--- config.mk ---
export PLATFORM = sky130hd
export DESIGN_NAME = fault_inject_ctrl
export DESIGN_NICKNAME = d
export VERILOG_FILES = /design/src/rtl/fault_inject_pkg.sv /design/src/rtl/fault_inject_chan.sv /design/src/rtl/prim_lfsr.sv /design/src/rtl/fault_inject_ctrl.sv
export SDC_FILE = /design/constraint.sdc
export NUM_CORES = 1
export LEC_CHECK = 0
export BUFFER_PORTS_ARGS = -buffer_cell sky130_fd_sc_hd__buf_2
export CORE_MARGIN = 3
export CORE_UTILIZATION = 45
export DETAILED_ROUTE_END_ITERATION = 8
export GPL_TIMING_DRIVEN = 0
export SKIP_CTS_REPAIR_TIMING = 1
export SLEW_MARGIN = 10
export SYNTH_ARGS = -nofsm -noshare
export SYNTH_HDL_FRONTEND = slang
export SYNTH_SLANG_ARGS = --single-unit
--- constraint.sdc ---
create_clock -name clk_i -period 2.8 [get_ports clk_i]
set_input_delay 0.28 -clock clk_i [delete_from_list [all_inputs] [get_ports clk_i]]
set_output_delay 0.28 -clock clk_i [all_outputs]
set_load 0.01 [all_outputs]
--- src/rtl/fault_inject_pkg.sv ---
// Shared types for the fault injector: corruption modes, channel states and
// the per-request attributes latched by every channel.
package fault_inject_pkg;

  typedef enum logic [1:0] {
    FLIP   = 2'd0,
    STUCK0 = 2'd1,
    STUCK1 = 2'd2,
    RAND   = 2'd3
  } fault_mode_e;

  typedef enum logic [1:0] {
    IDLE   = 2'd0,
    DELAY  = 2'd1,
    INJECT = 2'd2
  } fault_state_e;

  // Width-independent request attributes; mask and counts travel beside it.
  typedef struct packed {
    fault_mode_e mode;
    logic        sticky;
  } fault_req_t;

  localparam fault_req_t FaultReqReset = '{mode: FLIP, sticky: 1'b0};

endpackage

--- src/rtl/fault_inject_chan.sv ---
// One injection channel: IDLE/DELAY/INJECT scheduler, latched request and
// the combinational corruption mux on the monitored signal.
module fault_inject_chan
  import fault_inject_pkg::*;
#(
  parameter int unsigned Width    = 32,
  parameter int unsigned CntWidth = 16
) (
  input  logic                clk_i,
  input  logic                rst_ni,
  input  logic                accept_i,
  input  fault_req_t          req_i,
  input  logic [Width-1:0]    mask_i,
  input  logic [CntWidth-1:0] delay_i,
  input  logic [CntWidth-1:0] duration_i,
  input  logic                abort_i,
  input  logic [Width-1:0]    lfsr_i,
  input  logic [Width-1:0]    sig_i,
  output logic [Width-1:0]    sig_o,
  output logic                idle_o,
  output logic                inj_active_o,
  output logic                done_o
);

  localparam logic [CntWidth-1:0] CntOne = {{(CntWidth-1){1'b0}}, 1'b1};

  fault_state_e        state_q;
  fault_req_t          req_q;
  logic [Width-1:0]    mask_q;
  logic [CntWidth-1:0] dur_q;
  logic [CntWidth-1:0] cnt_q;
  logic                done_q;

  always_ff @(posedge clk_i or negedge rst_ni) begin
    if (!rst_ni) begin
      state_q <= IDLE;
      req_q   <= FaultReqReset;
      mask_q  <= '0;
      dur_q   <= '0;
      cnt_q   <= '0;
      done_q  <= 1'b0;
    end else begin
      done_q <= 1'b0;
      if (abort_i) begin
        state_q <= IDLE;
      end else begin
        case (state_q)
          IDLE: begin
            if (accept_i) begin
              req_q  <= req_i;
              mask_q <= mask_i;
              dur_q  <= duration_i;
              if (delay_i != '0) begin
                state_q <= DELAY;
                cnt_q   <= delay_i - CntOne;
              end else begin
                state_q <= INJECT;
                cnt_q   <= duration_i - CntOne;
              end
            end
          end
          DELAY: begin
            if (cnt_q == '0) begin
              state_q <= INJECT;
              cnt_q   <= dur_q - CntOne;
            end else begin
              cnt_q <= cnt_q - CntOne;
            end
          end
          INJECT: begin
            // A sticky request ignores the counter and waits for abort.
            if (!req_q.sticky) begin
              if (cnt_q == '0) begin
                state_q <= IDLE;
                done_q  <= 1'b1;
              end else begin
                cnt_q <= cnt_q - CntOne;
              end
            end
          end
          default: state_q <= IDLE;
        endcase
      end
    end
  end

  always_comb begin
    sig_o = sig_i;
    if (state_q == INJECT) begin
      case (req_q.mode)
        FLIP:    sig_o = sig_i ^ mask_q;
        STUCK0:  sig_o = sig_i & ~mask_q;
        STUCK1:  sig_o = sig_i | mask_q;
        RAND:    sig_o = (sig_i & ~mask_q) | (lfsr_i & mask_q);
        default: sig_o = sig_i;
      endcase
    end
  end

  assign idle_o       = (state_q == IDLE);
  assign inj_active_o = (state_q == INJECT);
  assign done_o       = done_q;

endmodule

--- src/rtl/prim_lfsr.sv ---
// Free-running Galois LFSR (right shift) with a reset seed; state is the output.
module prim_lfsr #(
  parameter int unsigned        LfsrDw      = 32,
  parameter logic [LfsrDw-1:0]  DefaultSeed = LfsrDw'(1)
) (
  input  logic              clk_i,
  input  logic              rst_ni,
  output logic [LfsrDw-1:0] state_o
);

  // x^32+x^22+x^2+x+1 for 32 bits; other widths fall back to a simple
  // invertible polynomial so a non-zero seed never collapses to zero.
  localparam logic [LfsrDw-1:0] Taps = (LfsrDw == 32) ? LfsrDw'(32'h8020_0003)
                                     : ((LfsrDw'(1) << (LfsrDw - 1)) | LfsrDw'(1));

  logic [LfsrDw-1:0] lfsr_q;
  logic [LfsrDw-1:0] lfsr_d;

  assign lfsr_d  = (lfsr_q >> 1) ^ ({LfsrDw{lfsr_q[0]}} & Taps);
  assign state_o = lfsr_q;

  always_ff @(posedge clk_i or negedge rst_ni) begin
    if (!rst_ni) begin
      lfsr_q <= DefaultSeed;
    end else begin
      lfsr_q <= lfsr_d;
    end
  end

endmodule

--- src/rtl/fault_inject_ctrl.sv ---
// Multi-channel time-controlled fault injector: request routing, shared
// random-data LFSR and one scheduler/corruption channel per monitored signal.
module fault_inject_ctrl
  import fault_inject_pkg::*;
#(
  parameter int unsigned  NumChannels = 4,
  parameter int unsigned  Width       = 32,
  parameter int unsigned  CntWidth    = 16,
  parameter logic [31:0]  LfsrSeed    = 32'h1,
  localparam int unsigned ChanW       = (NumChannels > 1) ? $clog2(NumChannels) : 1
) (
  input  logic                              clk_i,
  input  logic                              rst_ni,
  input  logic                              req_i,
  output logic                              req_ready_o,
  input  logic [ChanW-1:0]                  req_chan_i,
  input  logic [1:0]                        req_mode_i,
  input  logic [Width-1:0]                  req_mask_i,
  input  logic [CntWidth-1:0]               req_delay_i,
  input  logic [CntWidth-1:0]               req_duration_i,
  input  logic [NumChannels-1:0]            abort_i,
  input  logic [NumChannels-1:0][Width-1:0] sig_i,
  output logic [NumChannels-1:0][Width-1:0] sig_o,
  output logic [NumChannels-1:0]            inj_active_o,
  output logic [NumChannels-1:0]            done_o
);

  logic [NumChannels-1:0] chan_idle;
  logic [Width-1:0]       lfsr;
  logic                   accept;
  fault_req_t             req;

  prim_lfsr #(
    .LfsrDw      (Width),
    .DefaultSeed (Width'(LfsrSeed))
  ) u_lfsr (
    .clk_i   (clk_i),
    .rst_ni  (rst_ni),
    .state_o (lfsr)
  );

  // Only the addressed channel's abort blocks the handshake.
  always_comb begin
    req_ready_o = 1'b0;
    if (32'(req_chan_i) < NumChannels) begin
      req_ready_o = chan_idle[req_chan_i] & ~abort_i[req_chan_i];
    end
  end

  assign accept     = req_i & req_ready_o;
  assign req.mode   = fault_mode_e'(req_mode_i);
  assign req.sticky = (req_duration_i == '0);

  for (genvar gi = 0; gi < NumChannels; gi++) begin : g_chan
    fault_inject_chan #(
      .Width    (Width),
      .CntWidth (CntWidth)
    ) u_chan (
      .clk_i        (clk_i),
      .rst_ni       (rst_ni),
      .accept_i     (accept && (req_chan_i == ChanW'(gi))),
      .req_i        (req),
      .mask_i       (req_mask_i),
      .delay_i      (req_delay_i),
      .duration_i   (req_duration_i),
      .abort_i      (abort_i[gi]),
      .lfsr_i       (lfsr),
      .sig_i        (sig_i[gi]),
      .sig_o        (sig_o[gi]),
      .idle_o       (chan_idle[gi]),
      .inj_active_o (inj_active_o[gi]),
      .done_o       (done_o[gi])
    );
  end

endmodule
==> impl_metrics.py, run 1 <==
metrics = {
    "status": {
        "status": "finished, violations left",
        "violations": "hold timing, setup timing",
    },
    "synthesis": {
        "synth_area_sq_um": 26060,
        "synth-edff-count": 0,
        "yosys_warnings": 0,
        "synth-main-ff-cell": "dfrtp_1",
        "yosysSeqAreaShare_pct": 29.97,
        "syn_inst": 3018,
        "ys_ff_latch": 312,
        "yosysUniqueCellTypes": 77,
        "synth_area_per_cell_sq_um": 8.634,
        "syn-num-nets": 3506,
        "async_reset_ff_share_pct": 100.0,
    },
    "cts": {
        "ctsRootBufferMaster": "clkbuf_16",
        "numCtsBuffers": 40,
        "cts_sinks": 312,
        "clock_latency_ps": 580,
        "clk_pin_slew_worst_paths_ps": 60,
        "htreeDepth": 2,
        "cts_buffer_depth": 3,
        "cts_tree": "done",
    },
    "setup_path": {
        "worstPathArrival_ps": 3350,
        "worst_r2r_startpoint": "g_chan[1].u_chan.state_q[1]",
        "cp_max_fo": 7,
        "end_kind": "flop",
        "rr_worst_depth": 8,
        "critPathKind": "in2reg",
        "cp.required_ps": 3220,
        "start_kind": "input port",
        "reg2reg_to": "g_chan[1].u_chan.mask_q[18]",
        "ff2ff_setup_slack_ps": 120,
    },
    "placement": {
        "port_buffers": 333,
        "placedCellCount": 4110,
        "dpl_cell_area_sq_um": 28860,
        "gp_congestion": 0.9386,
        "hpwl_mm": 74.27,
    },
    "routing": {
        "routed_via_density": 5.865,
        "ant_nets": 0,
        "wirelength_mm": 98.78,
        "drtIter0Drc": 1918,
        "num_vias": 24770,
        "drc": 0,
        "first_pass_iters": 5,
        "wl_per_cell_microns": 23.39,
    },
    "sta": {
        "hold_viol_final": 9,
        "setup_ws_ps": -122.1,
        "max_slew_margin_pct": 24.82,
        "hold_slack_ps": -23.10,
        "clock_skew_ps": 19.16,
        "worst_pin_slew_ps": 1119,
        "fmax_mhz": 342.2,
        "rsz0062_at_grt": "true",
        "min_period_over_period_pct": 104.4,
        "fin_crit_ps": 2922,
        "drv_slew": 0,
        "setup_violations": 3,
    },
    "final_layout": {
        "utilization_pct": 54.99,
        "drive_gt1_share_pct": 23.28,
        "fin_nets": 3911,
        "fillers": 5278,
        "final_cell_area_sq_um": 31250,
        "final-instance-count-excl-fill": 4223,
        "layout_commonest_cell": "nand2_1",
        "syn2layout_area_growth_pct": 19.92,
        "final_cell_mix": "551 x nand2_1, 424 x inv_1, 412 x o21ai_0",
    },
    "hold_path": {
        "hp-start": "req_mask_i[9]",
        "worstHoldPathCells": 3,
        "worstHoldEndpoint": "g_chan[0].u_chan.mask_q[9]",
        "hold_path.class": "in2reg",
    },
    "floorplanning": {
        "fp.dieH_microns": 246.6,
        "num_io_pins": 340,
        "rows": 87,
        "die_area_sq_um": 60830,
        "chipWidth_microns": 246.6,
        "start_util_pct": 45.86,
        "core_area_sq_um": 56820,
    },
    "grt": {
        "grt_max_degree": 98,
        "track_usage_pct": 31.87,
        "grt_pass1_wl_mm": 146.8,
        "grt_overflow": 0,
        "antenna_found_initial": 21,
        "grt_pass1_vias": 24710,
    },
    "power": {
        "ir_worst_vdd_uv": 434.9,
        "p_leak_uw": 0.01422,
        "cellPowerDensity_nw_per_um2": 897.2,
    },
    "job": {
        "drv_cap": 0,
    },
}
-- sequential cells by signal (all words and copies together) (netlist names) --
register	flops
g_chan.u_chan.cnt_q	64
g_chan.u_chan.done_o	4
g_chan.u_chan.dur_q	64
g_chan.u_chan.mask_q	128
g_chan.u_chan.req_q	12
g_chan.u_chan.state_q	8
u_lfsr.state_o	32
-- through the flow --
stage          setup TNS, ps  total power [uW]  worst slack [ps]
3_5_place_dp         -111830             21850             -1675
3_3_place_gp        -1700580             21170             -5149
4_1_cts              -165170             27460             -1560
6_report              -200.2             28040            -122.1
2_1_floorplan         -519.7             17110            -212.7
5_1_grt               -756.0             29900            -222.1
-- power breakdown --
part | internal (uW) | leakage, uW | switching, uW
Sequential | 6190 | 0.00388 | 1960
Combinational | 6400 | 0.00966 | 7980
Clock | 3330 | 0.000683 | 2170
-- Yosys cell counts (8+ instances only) --
master,instances,area [sq um]
nand2_1,552,2072
o21ai_0,427,2137
inv_1,424,1592
dfrtp_1,311,7782
ha_1,285,3566
mux4_2,128,2883
clkbuf_1,118,442.9
mux2_2,80,900.9
nor2_1,79,296.5
xor2_1,64,560.5
nor3_1,50,250.2
a21oi_1,45,225.2
xnor2_1,41,359.1
nor4_1,35,219.0
nand3_1,30,150.1
buf_1,25,93.84
o31ai_1,25,187.7
or3_1,23,143.9
o22ai_1,21,131.4
a31oi_1,16,100.1
nand4_1,15,93.84
or4_1,13,97.59
nand2b_1,11,68.82
nor3b_1,11,82.58
o211ai_1,11,82.58
mux2i_1,10,100.1
o221ai_1,10,87.58
a211oi_1,9,67.56
a221oi_1,8,70.07
buf_2,8,40.04
buf_4,8,60.06
nand4b_1,8,70.07
-- worst max path at each step --
stage          slack [ps]                          end                   startpoint
6_report             -120    g_chan[2].u_chan.cnt_q[6]               req_delay_i[2]
3_3_place_gp        -5150  g_chan[3].u_chan.mask_q[28]                       rst_ni
4_1_cts             -1560                    sig_o[32]  g_chan[1].u_chan.state_q[0]
3_5_place_dp        -1680   g_chan[0].u_chan.cnt_q[12]               req_delay_i[2]
2_1_floorplan        -210    g_chan[2].u_chan.cnt_q[6]               req_delay_i[1]
5_1_grt              -220    g_chan[2].u_chan.cnt_q[6]               req_delay_i[2]
-- kinds of logic after synthesis --
logic type / share of synthesized area [%]
AO/OA/AOI/OAI: 14.47
XOR/XNOR: 3.529
adder cells (fa/ha/maj): 13.69
buffers and inverters: 8.552
flip-flops: 29.97
multiplexers: 14.91
AND/OR/NAND/NOR: 14.89
-- worst max-delay path: stages --
cell	delay, ps
buf_8	80
or3_4	110
buf_6	110
or2_1	110
buf_6	110
nor2_4	40
buf_12	130
a21oi_4	150
ha_2	190
or3b_4	390
or3_4	390
o2111a_1	260
a2111o_2	620
o2111ai_2	230
o311ai_2	130
-- cell type report --
type,count,area [sq um],share of cell area (%)
timing repair buffer,372,2121,6.787
inverter,424,1592,5.093
sequential,312,7818,25.02
clock inverter,10,135.1,0.4325
antenna,13,32.53,0.1041
multi-input combinational,2123,16480,52.73
clock buffer,63,1249,3.996
tap,756,945.9,3.027
buffer,150,879.6,2.815
-- routing by layer --
| metal | vias to the layer above | wire, microns | share of wire, % | track usage, % |
|---|---|---|---|---|
| met4 | 18 | 4732 | 4.8 | 14.35 |
| met2 | 1084 | 45630 | 46 | 51.26 |
| li1 | 11180 | - | - | - |
| met1 | 12230 | 39920 | 40 | 40.84 |
| met3 | 250 | 8374 | 8.5 | 7.488 |
| met5 | - | 117 | 0.12 | 0 |
(Power assumes the default switching activity.)
==> run 2: changes to the inputs <==
--- a/config.mk
+++ b/config.mk
@@ -9,6 +9,7 @@
 export CORE_MARGIN = 3
 export CORE_UTILIZATION = 45
 export DETAILED_ROUTE_END_ITERATION = 8
+export GPL_ROUTABILITY_DRIVEN = 0
 export GPL_TIMING_DRIVEN = 0
 export SKIP_CTS_REPAIR_TIMING = 1
 export SLEW_MARGIN = 10
==> constraint.sdc (replaced) <==
create_clock -name clk_i -period 2.8 [get_ports clk_i]
set_input_delay 0 -clock clk_i [delete_from_list [all_inputs] [get_ports clk_i]]
set_output_delay 0 -clock clk_i [all_outputs]
set_load 0.01 [all_outputs]
==> impl_metrics.py, run 2 (same netlist as run 1, synthesis figures left out) <==
metrics = {
    "final_layout": {
        "drive_gt1_share_pct": 22.49,
        "largest-register": "g_chan.u_chan.mask_q",
        "largest_reg_flops": 128,
        "final-instance-count-excl-fill": 4267,
        "final_cell_mix": "551 x nand2_1, 424 x inv_1, 424 x o21ai_0",
        "final_cell_area_sq_um": 31400,
        "layout_commonest_cell": "nand2_1",
        "syn2layout_area_growth_pct": 20.51,
        "reg_top3": "g_chan.u_chan.mask_q (128), g_chan.u_chan.cnt_q (64), g_chan.u_chan.dur_q (64)",
        "fin_nets": 3948,
    },
    "floorplanning": {
        "die_area_sq_um": 60830,
        "start_util_pct": 45.86,
        "num_io_pins": 340,
        "chipWidth_microns": 246.6,
        "rows": 87,
        "fp.dieH_microns": 246.6,
        "core_area_sq_um": 56820,
    },
    "cts": {
        "ctsRootBufferMaster": "clkbuf_16",
        "cts_tree": "done",
        "cts_buffer_depth": 3,
        "numCtsBuffers": 42,
        "cts_sinks": 312,
        "clk_pin_slew_worst_paths_ps": 60,
        "clock_latency_ps": 580,
        "htreeDepth": 2,
    },
    "power": {
        "power_uw": 28010,
        "ir_worst_vdd_uv": 453.2,
        "p_leak_uw": 0.01429,
        "cellPowerDensity_nw_per_um2": 892.0,
    },
    "sta": {
        "hold_viol_final": 1,
        "clock_skew_ps": 22.64,
        "drv_slew": 0,
        "worst_pin_slew_ps": 1210,
        "hold_slack_ps": -4.351,
        "max_slew_margin_pct": 18.71,
        "setup_violations": 2,
        "fin_crit_ps": 2809,
        "tns_ps": -12.72,
        "min_period_over_period_pct": 100.3,
        "setup_ws_ps": -8.843,
        "fmax_mhz": 356.0,
    },
    "grt": {
        "grt_pass1_vias": 24910,
        "grt_max_degree": 85,
        "grt_pass1_wl_mm": 146.8,
        "track_usage_pct": 31.61,
        "antenna_found_initial": 24,
        "grt_overflow": 0,
    },
    "routing": {
        "num_vias": 24940,
        "wl_per_cell_microns": 22.97,
        "drc": 0,
        "drtIter0Drc": 1946,
        "ant_nets": 0,
        "routed_via_density": 5.846,
        "top_layer_used": "met5",
        "first_pass_iters": 5,
        "met2WireLength_mm": 46.29,
        "wl_met1_mm": 38.43,
        "wirelength_mm": 98.00,
        "wl_met3_mm": 8.939,
    },
    "setup_path": {
        "rr_worst_depth": 10,
        "worstPathArrival_ps": 3300,
        "cp.required_ps": 3290,
        "critPathKind": "in2reg",
        "reg2reg_to": "g_chan[1].u_chan.cnt_q[12]",
        "end_kind": "flop",
        "ff2ff_setup_slack_ps": 150,
        "worst_r2r_startpoint": "g_chan[1].u_chan.state_q[0]",
        "start_kind": "input port",
        "cp_max_fo": 9,
    },
    "hold_path": {
        "hold_path.class": "in2reg",
        "hp-start": "req_delay_i[0]",
        "worstHoldPathCells": 5,
        "worstHoldEndpoint": "g_chan[1].u_chan.cnt_q[0]",
    },
    "job": {
        "drv_cap": 0,
    },
    "placement": {
        "dpl_cell_area_sq_um": 28810,
        "placedCellCount": 4110,
        "port_buffers": 333,
        "hpwl_mm": 73.36,
    },
    "status": {
        "violations": "hold timing, setup timing",
        "status": "finished, violations left",
    },
}
-- run 2: cell count changes in the layout (fill, tap and decap cells not counted), sizes merged --
| cell | previous run | this run |
|---|---|---|
| inv | 426 | 425 |
| bufinv | 3 | 4 |
| dlygate4sd3 | 13 | 53 |
| clkbuf | 162 | 187 |
| buf | 410 | 380 |
| diode | 13 | 20 |
| clkinv | 4 | 6 |
-- run 2: critical path, stage by stage --
cell and delay (ps):
dlygate4sd3_1 530, clkbuf_1 310, or4_1 660, or4_1 500, nor3_1 990, mux2_2 310
-- run 2: worst max-delay path by stage --
stage	from	cells past startpoint	to
floorplan	req_delay_i[4]	14	g_chan[2].u_chan.cnt_q[6]
global placement	rst_ni	1	g_chan[3].u_chan.mask_q[25]
detailed placement	req_delay_i[8]	14	g_chan[1].u_chan.cnt_q[12]
CTS	g_chan[2].u_chan.req_q[1]	7	sig_o[86]
global route	req_delay_i[0]	16	g_chan[0].u_chan.cnt_q[6]
finish	req_duration_i[8]	6	g_chan[2].u_chan.req_q[0]
-- run 2: final cells by class --
cell class / count / area, sq um
repair buffers: 405 / 2430
clock buffers: 63 / 1271
fillers: 5305 / 25420
flip-flops and latches: 312 / 7811
inverters: 424 / 1592
clock inverters: 12 / 170.2
well taps: 756 / 945.9
diodes: 20 / 50.05
plain buffers: 152 / 793.3
multi-input cells: 2123 / 16340
-- run 2: per-layer routing --
metal / vias up / track usage [%]
met5: - / 0
met4: 16 / 13.86
met3: 264 / 7.891
met2: 1115 / 51.64
met1: 12290 / 39.66
li1: 11260 / -
-- run 2: through the flow --
stage               worst slack, ps  util [%]
floorplan                     13.99         -
global placement              -4812     50.53
detailed placement            -1550     50.70
CTS                           -1213     53.24
global route                 -29.26     55.22
finish                       -8.843     55.26
-- run 2: where the power goes --
group	switching, uW	leakage [uW]	internal, uW
combinational	7900	0.00970	6280
clock	2230	0.000711	3490
sequential	1930	0.00388	6180
